<file path="src/rtl/apb_arbiter.sv">
// apb_arbiter: round-robin arbiter between two APB requesters and one shared APB completer.
// Define APB_ARBITER_TIMEOUT_EN to build in the ACCESS-phase watchdog.
module apb_arbiter #(
    parameter int DATA_WIDTH     = 32,
    parameter int ADDR_WIDTH     = 16,
    parameter int USER_WIDTH     = 0,
    parameter int TIMEOUT_CYCLES = 255,
    // User ports keep one bit when USER_WIDTH is 0 so the port list stays legal
    localparam int UW = (USER_WIDTH > 0) ? USER_WIDTH : 1,
    localparam int SW = DATA_WIDTH / 8
) (
    input  logic                  pclk,
    input  logic                  preset_n,

    input  logic                  up0_psel,
    input  logic                  up0_penable,
    input  logic                  up0_pwrite,
    input  logic [ADDR_WIDTH-1:0] up0_paddr,
    input  logic [DATA_WIDTH-1:0] up0_pwdata,
    input  logic [SW-1:0]         up0_pstrb,
    input  logic [2:0]            up0_pprot,
    input  logic                  up0_pwakeup,
    input  logic [UW-1:0]         up0_pauser,
    input  logic [UW-1:0]         up0_pwuser,
    output logic                  up0_pready,
    output logic [DATA_WIDTH-1:0] up0_prdata,
    output logic                  up0_pslverr,
    output logic [UW-1:0]         up0_pruser,
    output logic [UW-1:0]         up0_pbuser,

    input  logic                  up1_psel,
    input  logic                  up1_penable,
    input  logic                  up1_pwrite,
    input  logic [ADDR_WIDTH-1:0] up1_paddr,
    input  logic [DATA_WIDTH-1:0] up1_pwdata,
    input  logic [SW-1:0]         up1_pstrb,
    input  logic [2:0]            up1_pprot,
    input  logic                  up1_pwakeup,
    input  logic [UW-1:0]         up1_pauser,
    input  logic [UW-1:0]         up1_pwuser,
    output logic                  up1_pready,
    output logic [DATA_WIDTH-1:0] up1_prdata,
    output logic                  up1_pslverr,
    output logic [UW-1:0]         up1_pruser,
    output logic [UW-1:0]         up1_pbuser,

    output logic                  down_pclk,
    output logic                  down_preset_n,
    output logic                  down_psel,
    output logic                  down_penable,
    output logic                  down_pwrite,
    output logic [ADDR_WIDTH-1:0] down_paddr,
    output logic [DATA_WIDTH-1:0] down_pwdata,
    output logic [SW-1:0]         down_pstrb,
    output logic [2:0]            down_pprot,
    output logic                  down_pwakeup,
    output logic [UW-1:0]         down_pauser,
    output logic [UW-1:0]         down_pwuser,
    input  logic                  down_pready,
    input  logic [DATA_WIDTH-1:0] down_prdata,
    input  logic                  down_pslverr,
    input  logic [UW-1:0]         down_pruser,
    input  logic [UW-1:0]         down_pbuser
);

    typedef enum logic [1:0] {IDLE, SETUP, ACCESS, COMPLETE} state_t;

    state_t                  state_q, state_d;
    logic                    grant_q, grant_d;
    logic                    last_grant_q, last_grant_d;
    logic                    sel;
    logic                    write_q, write_d;
    logic [ADDR_WIDTH-1:0]   addr_q, addr_d;
    logic [DATA_WIDTH-1:0]   wdata_q, wdata_d;
    logic [SW-1:0]           strb_q, strb_d;
    logic [2:0]              prot_q, prot_d;
    logic [UW-1:0]           auser_q, auser_d;
    logic [UW-1:0]           wuser_q, wuser_d;
    logic [DATA_WIDTH-1:0]   rdata_q, rdata_d;
    logic                    slverr_q, slverr_d;
    logic [UW-1:0]           ruser_q, ruser_d;
    logic [UW-1:0]           buser_q, buser_d;
    logic                    cpl;

`ifdef APB_ARBITER_TIMEOUT_EN
    logic [15:0]             wdog_q, wdog_d;
`else
    localparam int TIMEOUT_UNUSED = TIMEOUT_CYCLES;
`endif

    // Upstream penable carries no information the arbiter needs beyond psel
    logic unused_inputs;
    assign unused_inputs = up0_penable ^ up1_penable;

    always_comb begin
        state_d      = state_q;
        grant_d      = grant_q;
        last_grant_d = last_grant_q;
        sel          = 1'b0;
        write_d      = write_q;
        addr_d       = addr_q;
        wdata_d      = wdata_q;
        strb_d       = strb_q;
        prot_d       = prot_q;
        auser_d      = auser_q;
        wuser_d      = wuser_q;
        rdata_d      = rdata_q;
        slverr_d     = slverr_q;
        ruser_d      = ruser_q;
        buser_d      = buser_q;
`ifdef APB_ARBITER_TIMEOUT_EN
        wdog_d       = wdog_q;
`endif
        case (state_q)
            IDLE: begin
                if (up0_psel || up1_psel) begin
                    // On a tie the port that did not win last time gets the bus
                    sel          = (up0_psel && up1_psel) ? ~last_grant_q : up1_psel;
                    grant_d      = sel;
                    last_grant_d = sel;
                    write_d      = sel ? up1_pwrite : up0_pwrite;
                    addr_d       = sel ? up1_paddr  : up0_paddr;
                    wdata_d      = sel ? up1_pwdata : up0_pwdata;
                    strb_d       = sel ? up1_pstrb  : up0_pstrb;
                    prot_d       = sel ? up1_pprot  : up0_pprot;
                    auser_d      = sel ? up1_pauser : up0_pauser;
                    wuser_d      = sel ? up1_pwuser : up0_pwuser;
                    state_d      = SETUP;
                end
            end
            SETUP: begin
`ifdef APB_ARBITER_TIMEOUT_EN
                wdog_d  = '0;
`endif
                state_d = ACCESS;
            end
            ACCESS: begin
                if (down_pready) begin
                    rdata_d  = down_prdata;
                    slverr_d = down_pslverr;
                    ruser_d  = down_pruser;
                    buser_d  = down_pbuser;
                    state_d  = COMPLETE;
                end
`ifdef APB_ARBITER_TIMEOUT_EN
                else begin
                    wdog_d = wdog_q + 16'd1;
                    // A stuck completer is answered with an error so the requester is released
                    if (wdog_d == 16'(TIMEOUT_CYCLES)) begin
                        rdata_d  = '0;
                        slverr_d = 1'b1;
                        ruser_d  = '0;
                        buser_d  = '0;
                        state_d  = COMPLETE;
                    end
                end
`endif
            end
            COMPLETE: state_d = IDLE;
            default:  state_d = IDLE;
        endcase
    end

    always_ff @(posedge pclk or negedge preset_n) begin
        if (!preset_n) begin
            state_q      <= IDLE;
            grant_q      <= 1'b0;
            last_grant_q <= 1'b1;
            write_q      <= 1'b0;
            addr_q       <= '0;
            wdata_q      <= '0;
            strb_q       <= '0;
            prot_q       <= '0;
            auser_q      <= '0;
            wuser_q      <= '0;
            rdata_q      <= '0;
            slverr_q     <= 1'b0;
            ruser_q      <= '0;
            buser_q      <= '0;
`ifdef APB_ARBITER_TIMEOUT_EN
            wdog_q       <= '0;
`endif
        end else begin
            state_q      <= state_d;
            grant_q      <= grant_d;
            last_grant_q <= last_grant_d;
            write_q      <= write_d;
            addr_q       <= addr_d;
            wdata_q      <= wdata_d;
            strb_q       <= strb_d;
            prot_q       <= prot_d;
            auser_q      <= auser_d;
            wuser_q      <= wuser_d;
            rdata_q      <= rdata_d;
            slverr_q     <= slverr_d;
            ruser_q      <= ruser_d;
            buser_q      <= buser_d;
`ifdef APB_ARBITER_TIMEOUT_EN
            wdog_q       <= wdog_d;
`endif
        end
    end

    assign cpl = (state_q == COMPLETE);

    // A requester that dropped psel while pending no longer receives its response
    assign up0_pready  = cpl && !grant_q && up0_psel;
    assign up0_prdata  = up0_pready ? rdata_q  : '0;
    assign up0_pslverr = up0_pready ? slverr_q : 1'b0;
    assign up0_pruser  = up0_pready ? ruser_q  : '0;
    assign up0_pbuser  = up0_pready ? buser_q  : '0;

    assign up1_pready  = cpl && grant_q && up1_psel;
    assign up1_prdata  = up1_pready ? rdata_q  : '0;
    assign up1_pslverr = up1_pready ? slverr_q : 1'b0;
    assign up1_pruser  = up1_pready ? ruser_q  : '0;
    assign up1_pbuser  = up1_pready ? buser_q  : '0;

    assign down_pclk     = pclk;
    assign down_preset_n = preset_n;
    assign down_psel     = (state_q == SETUP) || (state_q == ACCESS);
    assign down_penable  = (state_q == ACCESS);
    assign down_pwrite   = write_q;
    assign down_paddr    = addr_q;
    assign down_pwdata   = wdata_q;
    assign down_pstrb    = strb_q;
    assign down_pprot    = prot_q;
    assign down_pauser   = auser_q;
    assign down_pwuser   = wuser_q;
    assign down_pwakeup  = up0_pwakeup | up1_pwakeup;

endmodule

</file>
<file path="config.mk">
export PLATFORM = sky130hd
export DESIGN_NAME = apb_arbiter
export DESIGN_NICKNAME = d
export VERILOG_FILES = /design/src/rtl/apb_arbiter.sv
export SDC_FILE = /design/constraint.sdc
export NUM_CORES = 1
export LEC_CHECK = 0
export ABC_CLOCK_PERIOD_IN_PS = 2050
export CORE_MARGIN = 3
export CORE_UTILIZATION = 37
export CTS_BUF_LIST = sky130_fd_sc_hd__clkbuf_16
export CTS_CLUSTER_DIAMETER = 30
export DETAILED_ROUTE_END_ITERATION = 7
export PLACE_DENSITY = 0.81
export SETUP_SLACK_MARGIN = 0.2
export SYNTH_ARGS = -nofsm -noshare
export SYNTH_HDL_FRONTEND = slang
export SYNTH_SLANG_ARGS = --single-unit
</file>
<file path="constraint.sdc">
create_clock -name pclk -period 2.05 [get_ports pclk]
set_input_delay 0.3075 -clock pclk [delete_from_list [all_inputs] [get_ports pclk]]
set_output_delay 0.3075 -clock pclk [all_outputs]
set_load 0.005 [all_outputs]
</file>
==> reports/metrics.csv, run 1 <==
stage,metric,value,unit
status,outcome,finished with violations,
status,failing checks,negative setup slack,
clocking,clock slew at reported path FFs,70,ps
yosys,post-synth top area cell,dfrtp_1,
worst_setup_path,CP startpoint,state_q[1],
sta,worst-margin pin slew,554,ps
floorplanning,starting density of the core,38.3,%
detailed_routing,DR vias/cell,5.08,
floorplanning,Core Area,12200,sq um
finish,area delta synth->final,88.8,%
finish,non-filler instance count after layout,967,
worst_setup_path,crit path DAT,1920,ps
worst_hold_path,HP Class,primary input to flop,
detailed_routing,Residual DRC,0,
finish,"commonest non-fill, non-tap cell in the layout",clkdlybuf4s50_1,
power_and_ir_drop,cell area power density,1260,nW/um^2
worst_setup_path,R2R cell count,5,
global_routing,largest net degree at the start of global routing,98,
sta,Final Max Tran Viols,0,
detailed_routing,DR pass1 iterations,5,
yosys,post-synth top area share,51.6,%
placement,IO buf count,292,
yosys,register bit count reported by yosys,97,
placement,post-DP HPWL,12.0,mm
yosys,Post-Synthesis Net Count,658,
floorplanning,die height,118,microns
global_routing,vias in the first global route,4949,
sta,RSZ-0062 raised after global routing,yes,
floorplanning,row cnt,40,
detailed_routing,WL per Instance,19.5,microns
detailed_routing,post-route ant nets,0,
sta,Worst Clk Skew,11.8,ps
worst_setup_path,worst setup path end,up0_prdata[21],
sta,Final period util,109,%
worst_setup_path,CP max FO,16,
sta,final worst path period need,2220,ps
floorplanning,die footprint,14000,sq um
finish,fill count,838,
worst_setup_path,CP endpoint kind,output port,
sta,final hold violation count,0,
yosys,post-synthesis sequential area ratio,52.2,%
yosys,Mapped Cells,494,
run,count of max-cap constraint violations,0,
finish,diode count,0,
worst_setup_path,Worst R2R Start,state_q[0],
detailed_routing,routed vias,4915,
detailed_routing,DRT iter0 DRCs,216,
yosys,synth warn,0,
finish,most frequent cells in the layout,"clkdlybuf4s50_1, a21oi_1, dfrtp_1",
power_and_ir_drop,Tot Pwr,11.1,mW
worst_setup_path,crit path kind,flop to output port,
clocking,CTS tree,built,
yosys,syn avg cell area,9.42,sq um
yosys,Synth Cell Area,4660,sq um
clocking,clk_lat worst skew,450,ps
global_routing,grt total ovfl,0,
worst_setup_path,reg-to-reg endpoint,state_q[1],
finish,Layout Nets,958,
global_routing,wire length of the first global-routing pass,27.1,mm
sta,setup violators final,69,
placement,Inst Count DP,931,
floorplanning,Die W,118,microns
sta,setup slack after layout,-174,ps
sta,Slew headroom,63.1,%
floorplanning,IO Pins,295,
detailed_routing,final wirelength,18.9,mm
sta,fmax,450,MHz
worst_setup_path,Worst EP required,1740,ps
yosys,Area contributors post-synth,"dfrtp_1, a21oi_1, and2_1",
finish,share of cells above drive strength 1,28.9,%
worst_setup_path,"setup slack, reg-to-reg",400,ps
power_and_ir_drop,maximum vdd drop,0.556,mV
global_routing,Total GRT Usage,24.8,%
worst_setup_path,Worst setup SP type,flop,
yosys,post-synthesis cell type count,24,
global_routing,initial antenna violation count,0,
worst_hold_path,hold path startpoint,up0_pwdata[25],
power_and_ir_drop,Lkg Pwr,3.90,nW
placement,RePlAce Congestion,0.800,
==> area by class of cell <==
class                      count  area (sq um)  area share (%)
clock buffer                  13           310            3.53
inverter                       3          11.3           0.128
multi-input combinational    356          2190            25.0
timing repair buffer         323          3500            39.8
sequential                    97          2430            27.6
tap                          168           210            2.39
clock inverter                 7           134            1.52
==> worst max-delay path: stages (launching register included) <==
cell and delay (ps):
dfrtp_1 420, ha_2 190, and3b_2 260, buf_6 140
buf_16 140, and2_1 170, buf_2 130
==> per-stage QoR <==
stage | utilization [%] | TNS, ps | hold WS [ps] | instance area (sq um) | setup WS [ps]
detailed placement | 64.5 | -6050 | 470 | 7840 | -140
global placement | 64.5 | -4560 | 466 | 7840 | -125
CTS | 69.7 | -6690 | 381 | 8480 | -139
global route | 72.3 | -11980 | 399 | 8790 | -255
finish | 72.3 | -7030 | 393 | 8790 | -174
floorplan | - | 0 | 11.9 | 4660 | 497
==> kinds of logic after synthesis <==
family          Yosys count  share of synthesized area, %
flops                    97                          52.2
compound gates          125                          14.2
buf+inv                  41                          4.41
simple gates            191                          19.5
fa+ha+maj                 4                          1.08
mux                      36                          8.71
==> layer usage <==
layer	part of all wire (%)	vias up	global-route usage [%]
met3	8.7	56	8.33
met5	0	-	0
met2	52	291	43.3
met4	4.6	0	13.3
li1	-	2228	-
met1	35	2340	26.2
==> report_power, final <==
group / leakage, nW / switching (mW) / total [mW] / internal [mW]
sequential: 1.11 / 0.735 / 3.65 / 2.91
clock: 0.222 / 0.778 / 2.36 / 1.58
combinational: 2.57 / 2.11 / 5.11 / 3.00
==> how the worst min path moves through the flow <==
stage / endpoint / slack [ps] / cells past startpoint
floorplan: buser_q / 10 / 0
global placement: rdata_q[12] / 470 / 2
detailed placement: rdata_q[15] / 470 / 2
CTS: down_pwdata[25] / 380 / 3
global route: down_paddr[11] / 400 / 3
finish: down_pwdata[25] / 390 / 3
==> sequential cells by signal, indices dropped and copies added (netlist names) <==
signal	cells
down_paddr	16
down_pwuser	1
down_pwdata	32
state_q	2
last_grant_q	1
rdata_q	32
ruser_q	1
slverr_q	1
down_pprot	3
buser_q	1
grant_q	1
down_pwrite	1
down_pstrb	4
down_pauser	1
==> cell usage after synthesis <==
cell type  number
dfrtp_1        96
o21ai_2         1
or2_2           1
inv_1           3
nor2_1         58
a21oi_1       118
buf_6           1
dfstp_2         1
ha_1            4
a21bo_2         1
buf_4           6
mux2_2         36
a22o_1          1
clkbuf_1       14
o21a_1          1
buf_2          17
nand2_1        59
and3_1          1
and2_1         70
and3b_1         1
a31oi_1         1
nor3b_1         1
a21boi_4        1
o32a_1          1
==> timing repair <==
| item | CTS | global route |
|---|---|---|
| hold buffers | 1 | 0 |
| pin swaps | 25 | 4 |
| hold endpoints to repair | 14 | 0 |
| gates cloned | 5 | 2 |
| gates resized for setup | 370 | 66 |
| buffers inserted | 8 | 1 |
| setup endpoints to repair | 75 | 75 |
No activity file was read; power rests on OpenSTA's default activity.
==> inputs of run 2 (changes only) <==
--- a/config.mk
+++ b/config.mk
@@ -13,6 +13,7 @@
 export DETAILED_ROUTE_END_ITERATION = 7
 export PLACE_DENSITY = 0.81
 export SETUP_SLACK_MARGIN = 0.2
+export SKIP_LAST_GASP = 1
 export SYNTH_ARGS = -nofsm -noshare
 export SYNTH_HDL_FRONTEND = slang
 export SYNTH_SLANG_ARGS = --single-unit
==> run 2 against run 1 <==
Net effect: the flow still finishes with violations (negative setup slack); total power fell by 0.79%; maximum frequency rose by 1.1%; sequential cell count did not move; non-clock buffer count did not move; die area did not move; critical path depth did not move; wire length fell by 4.0%; sequential share of layout area rose by 0.18 points; setup slack improved by 24 ps; clock power barely moved; critical endpoint is now up0_prdata[22]; highest routed layer unchanged.
==> reports/metrics.csv, run 2 (synthesis gave the netlist of run 1 again) <==
stage,metric,value,unit,change
status,outcome,finished with violations,,
status,failing checks,negative setup slack,,
floorplanning,starting density of the core,38.3,%,unchanged
clocking,CTS tree,built,,
worst_setup_path,Worst setup SP type,flop,,
global_routing,grt total ovfl,0,,unchanged
clocking,clk_lat worst skew,450,ps,about the same
global_routing,vias in the first global route,4920,,-0.59%
global_routing,largest net degree at the start of global routing,98,,unchanged
placement,IO buf count,292,,unchanged
worst_setup_path,CP max FO,16,,unchanged
floorplanning,IO Pins,295,,unchanged
worst_setup_path,crit path DAT,1890,ps,-30 ps
clocking,clock slew at reported path FFs,70,ps,about the same
detailed_routing,DR pass1 iterations,4,,-1
placement,RePlAce Congestion,0.800,,unchanged
placement,Post-Place Worst Slack,-140,ps,unchanged
worst_setup_path,CP endpoint kind,output port,,
finish,Layout Nets,958,,unchanged
sta,fmax,455,MHz,+1.1%
sta,RSZ-0062 raised after global routing,yes,,
finish,share of cells above drive strength 1,28.7,%,-0.25 points
floorplanning,die height,118,microns,unchanged
power_and_ir_drop,maximum vdd drop,0.557,mV,+0.20%
sta,Worst Clk Skew,12.0,ps,+0.178 ps
floorplanning,Die W,118,microns,unchanged
finish,multi-input logic area,2190,sq um,-0.23%
detailed_routing,DRT iter0 DRCs,203,,-6.0%
floorplanning,Core Area,12200,sq um,unchanged
sta,final worst path period need,2200,ps,-24.2 ps
sta,setup violators final,68,,-1.4%
placement,Inst Count DP,931,,unchanged
global_routing,initial antenna violation count,0,,unchanged
placement,post-DP HPWL,12.0,mm,unchanged
finish,area delta synth->final,87.6,%,
finish,"commonest non-fill, non-tap cell in the layout",clkdlybuf4s50_1,,
finish,non-filler instance count after layout,967,,unchanged
finish,Reg area,2430,sq um,unchanged
sta,Final period util,107,%,-1.2 points
power_and_ir_drop,Lkg Pwr,3.89,nW,-0.27%
power_and_ir_drop,cell area power density,1260,nW/um^2,-0.13%
detailed_routing,Residual DRC,0,,unchanged
detailed_routing,routed vias,4853,,-1.3%
detailed_routing,WL per Instance,18.7,microns,-4.0%
detailed_routing,DR vias/cell,5.02,,-1.3%
finish,diode count,0,,unchanged
floorplanning,die footprint,14000,sq um,unchanged
finish,fill count,852,,+1.7%
sta,final hold violation count,0,,unchanged
finish,final core occ,71.8,%,-0.47 points
sta,Final Max Tran Viols,0,,unchanged
floorplanning,row cnt,40,,unchanged
worst_setup_path,crit path kind,flop to output port,,
global_routing,wire length of the first global-routing pass,26.9,mm,-0.46%
run,count of max-cap constraint violations,0,,unchanged
sta,Slew headroom,63.1,%,+0.078 points
worst_setup_path,Worst EP required,1740,ps,about the same
sta,hold_ws,393,ps,-0.317 ps
detailed_routing,post-route ant nets,0,,unchanged
sta,setup slack after layout,-150,ps,+24.2 ps
sta,worst-margin pin slew,553,ps,-1.17 ps
detailed_routing,final wirelength,18.1,mm,-4.0%
worst_hold_path,HP Class,primary input to flop,,
global_routing,Total GRT Usage,24.7,%,-0.11 points
finish,most frequent cells in the layout,"clkdlybuf4s50_1, a21oi_1, dfrtp_1",,
-- run 2: where the power goes --
group	leakage, nW	internal, mW	switching [mW]
Sequential	1.11	2.91	0.710
Clock	0.222	1.58	0.776
Combinational	2.56	2.97	2.08
Total	3.89	7.47	3.57
-- run 2: worst paths after layout --
path	from	end	slack [ps]	depth (start not counted)
setup reg to reg	state_q[0]	state_q[1]	400	5
hold reg to reg	down_pwdata[0]	down_pwdata[0]	530	2
hold / removal	up0_pwdata[25]	down_pwdata[25]	390	3
setup / recovery	state_q[1]	up0_prdata[22]	-150	6
max in group asynchronous	preset_n	down_pwdata[8]	1090	3
min in group asynchronous	preset_n	rdata_q[31]	510	3
-- run 2: timing repair --
item,in CTS,in global routing
cloned,5,2
hold endpoints to repair,14,0
hold buffers,1,0
buffers inserted,8,1
gates resized for setup,359,69
pin swaps,23,5
endpoints found under the setup margin,75,75
-- run 2: stage by stage --
step	TNS, ps	area, sq um	total power, mW
after floorplan	0	4660	5.53
after global routing	-11630	8730	11.7
after detailed placement	-6050	7840	8.31
after global placement	-4560	7840	8.08
after CTS	-6780	8430	10.8
final	-6510	8730	11.0
-- run 2: area by class of cell --
cell class / instances / area share [%]
Clock inverter: 7 / 1.53
Tap cell: 168 / 2.41
Sequential cell: 97 / 27.8
Multi-Input combinational cell: 356 / 25.1
Inverter: 3 / 0.129
Timing Repair Buffer: 323 / 39.5
Clock buffer: 13 / 3.55
-- run 2: per-layer routing --
| layer | up-vias | global-route usage [%] | routed length, microns |
|---|---|---|---|
| met5 | - | 0 | 0 |
| met4 | 0 | 12.6 | 764 |
| met1 | 2319 | 26.3 | 6220 |
| met2 | 260 | 43.3 | 9500 |
| li1 | 2229 | - | - |
| met3 | 45 | 8.18 | 1610 |
-- run 2: critical path: stages (launching register included) --
cell,delay [ps]
dfrtp_1,420
ha_2,190
and3b_2,260
buf_6,140
buf_16,140
and2_1,160
buf_2,120
==> inputs of run 3 (changes only) <==
--- a/config.mk
+++ b/config.mk
@@ -5,14 +5,15 @@
 export SDC_FILE = /design/constraint.sdc
 export NUM_CORES = 1
 export LEC_CHECK = 0
-export ABC_CLOCK_PERIOD_IN_PS = 2050
+export ABC_CLOCK_PERIOD_IN_PS = 2600
 export CORE_MARGIN = 3
-export CORE_UTILIZATION = 37
+export CORE_UTILIZATION = 40
 export CTS_BUF_LIST = sky130_fd_sc_hd__clkbuf_16
 export CTS_CLUSTER_DIAMETER = 30
 export DETAILED_ROUTE_END_ITERATION = 7
-export PLACE_DENSITY = 0.81
+export PLACE_DENSITY = 0.87
 export SETUP_SLACK_MARGIN = 0.2
+export SKIP_CTS_REPAIR_TIMING = 1
 export SKIP_LAST_GASP = 1
 export SYNTH_ARGS = -nofsm -noshare
 export SYNTH_HDL_FRONTEND = slang
==> constraint.sdc (replaced) <==
create_clock -name pclk -period 2.6 [get_ports pclk]
set_input_delay 0.39 -clock pclk [delete_from_list [all_inputs] [get_ports pclk]]
set_output_delay 0.39 -clock pclk [all_outputs]
set_load 0.005 [all_outputs]
==> run 3 against run 2 <==
Net effect: the run now ends clean; setup slack improved by 240 ps; register-to-register slack better by 330 ps; global-route usage fell by 0.13 points; count of clock-buffer cells in the layout unchanged; wire length down 12%; non-clock buffer count fell by 16; largest cell class unchanged; via count decreased by 3.9%.
==> reports/metrics.csv, run 3 (synthesis gave the netlist of run 1 again) <==
stage,metric,value,unit,change
detailed_routing,DRT iter0 DRCs,187,,-7.9%
detailed_routing,Residual DRC,0,,unchanged
floorplanning,IO Pins,295,,unchanged
global_routing,grt total ovfl,0,,unchanged
placement,RePlAce Congestion,0.815,,+1.9%
sta,setup violators final,0,,-100%
clocking,clock slew at reported path FFs,60,ps,about the same
finish,diode count,0,,unchanged
sta,Final Max Tran Viols,0,,unchanged
sta,RSZ-0062 raised after global routing,yes,,
sta,final hold violation count,0,,unchanged
power_and_ir_drop,maximum vdd drop,0.714,mV,+28%
sta,Slew headroom,42.1,%,-21 points
sta,Final period util,96.5,%,
detailed_routing,DR pass1 iterations,4,,unchanged
power_and_ir_drop,Lkg Pwr,3.41,nW,-12%
worst_setup_path,Worst setup SP type,flop,,
worst_setup_path,CP max FO,18,,+2
sta,fmax,398,MHz,
clocking,clk_lat worst skew,450,ps,about the same
sta,Setup TNS,0,ps,+6510 ps
floorplanning,Die W,114,microns,-3.6%
placement,post-DP HPWL,11.8,mm,-2.1%
finish,area delta synth->final,73.7,%,
status,outcome,"finished, final reports clean",,
run,count of max-cap constraint violations,0,,unchanged
finish,Layout Nets,942,,-1.7%
detailed_routing,post-route ant nets,0,,unchanged
worst_setup_path,crit path kind,flop to output port,,
detailed_routing,DR vias/cell,5.06,,+0.84%
worst_setup_path,crit path DAT,2120,ps,+230 ps
floorplanning,Core Area,11100,sq um,-8.5%
floorplanning,die footprint,13000,sq um,-7.1%
finish,most frequent cells in the layout,"clkdlybuf4s50_1, a21oi_1, dfrtp_1",,
power_and_ir_drop,cell area power density,968,nW/um^2,-23%
worst_hold_path,HP Class,primary input to async pin,,
sta,Worst Clk Skew,8.01,ps,-3.99 ps
worst_setup_path,Worst EP required,2210,ps,+470 ps
clocking,CTS tree,built,,
floorplanning,row cnt,38,,-5.0%
global_routing,initial antenna violation count,0,,unchanged
global_routing,wire length of the first global-routing pass,24.6,mm,-8.7%
floorplanning,starting density of the core,41.8,%,+3.6 points
placement,Inst Count DP,901,,-3.2%
placement,IO buf count,292,,unchanged
finish,"commonest non-fill, non-tap cell in the layout",clkdlybuf4s50_1,,
sta,worst-margin pin slew,869,ps,+316 ps
floorplanning,die height,114,microns,-3.6%
detailed_routing,final wirelength,16.0,mm,-12%
sta,final worst path period need,2510,ps,
global_routing,Total GRT Usage,24.5,%,-0.13 points
finish,final core occ,72.7,%,+0.90 points
detailed_routing,routed vias,4666,,-3.9%
finish,non-filler instance count after layout,922,,-4.7%
detailed_routing,WL per Instance,17.3,microns,-7.4%
worst_setup_path,CP endpoint kind,output port,,
global_routing,largest net degree at the start of global routing,69,,-30%
finish,share of cells above drive strength 1,9.59,%,-19 points
global_routing,vias in the first global route,4873,,-0.96%
power_and_ir_drop,Tot Pwr,7.83,mW,-29%
## run 3: changes by cell type in the layout (fill, tap and decap cells not counted), sizes merged
cell,previous run,this run
bufinv,4,0
buf,101,15
clkdlybuf4s50,216,291
clkdlybuf4s15,1,0
clkinv,2,5
clkbuf,17,13
## run 3: critical path: stages, from the launching register on
cell,delay (ps)
dfrtp_1,390
ha_1,200
and3_4,230
buf_12,150
and2_1,150
clkdlybuf4s50_1,530
## run 3: worst paths after layout
kind | startpoint | endpoint | slack (ps) | depth (start not counted)
setup / recovery | state_q[1] | up1_prdata[23] | 90 | 5
max in group asynchronous | preset_n | down_pwdata[4] | 970 | 3
setup reg to reg | state_q[1] | rdata_q[24] | 730 | 5
hold / removal | preset_n | rdata_q[28] | 410 | 2
min in group pclk | up0_pwdata[28] | down_pwdata[28] | 470 | 3
hold reg to reg | rdata_q[20] | rdata_q[20] | 520 | 1
## run 3: layer usage
metal	global-route usage [%]	vias up	wire, microns
met3	8.49	32	1440
met2	45.0	229	8460
met1	25.3	2212	5650
li1	-	2193	-
met4	10.4	0	433
met5	0	-	0
## run 3: power by group
group          internal (mW)  switching (mW)  total [mW]
Clock                  0.851           0.576        1.43
Combinational           2.11            1.52        3.62
Sequential              2.30           0.486        2.78
## run 3: cell type report
type / count / area [sq um]
timing repair buffer: 307 / 3100
fill: 799 / 3040
sequential: 97 / 2430
multi-input combinational: 356 / 2040
clock buffer: 13 / 310
tap: 140 / 175
clock inverter: 6 / 27.5
inverter: 3 / 11.3
## run 3: metrics by stage
stage	hold WS [ps]	setup slack, ps	instance area [sq um]
3_5_place_dp	349	244	7710
5_1_grt	439	16.9	8090
4_1_cts	-126	78.5	8040
2_1_floorplan	94.4	799	4660
3_3_place_gp	344	295	7710
6_report	412	90.5	8090
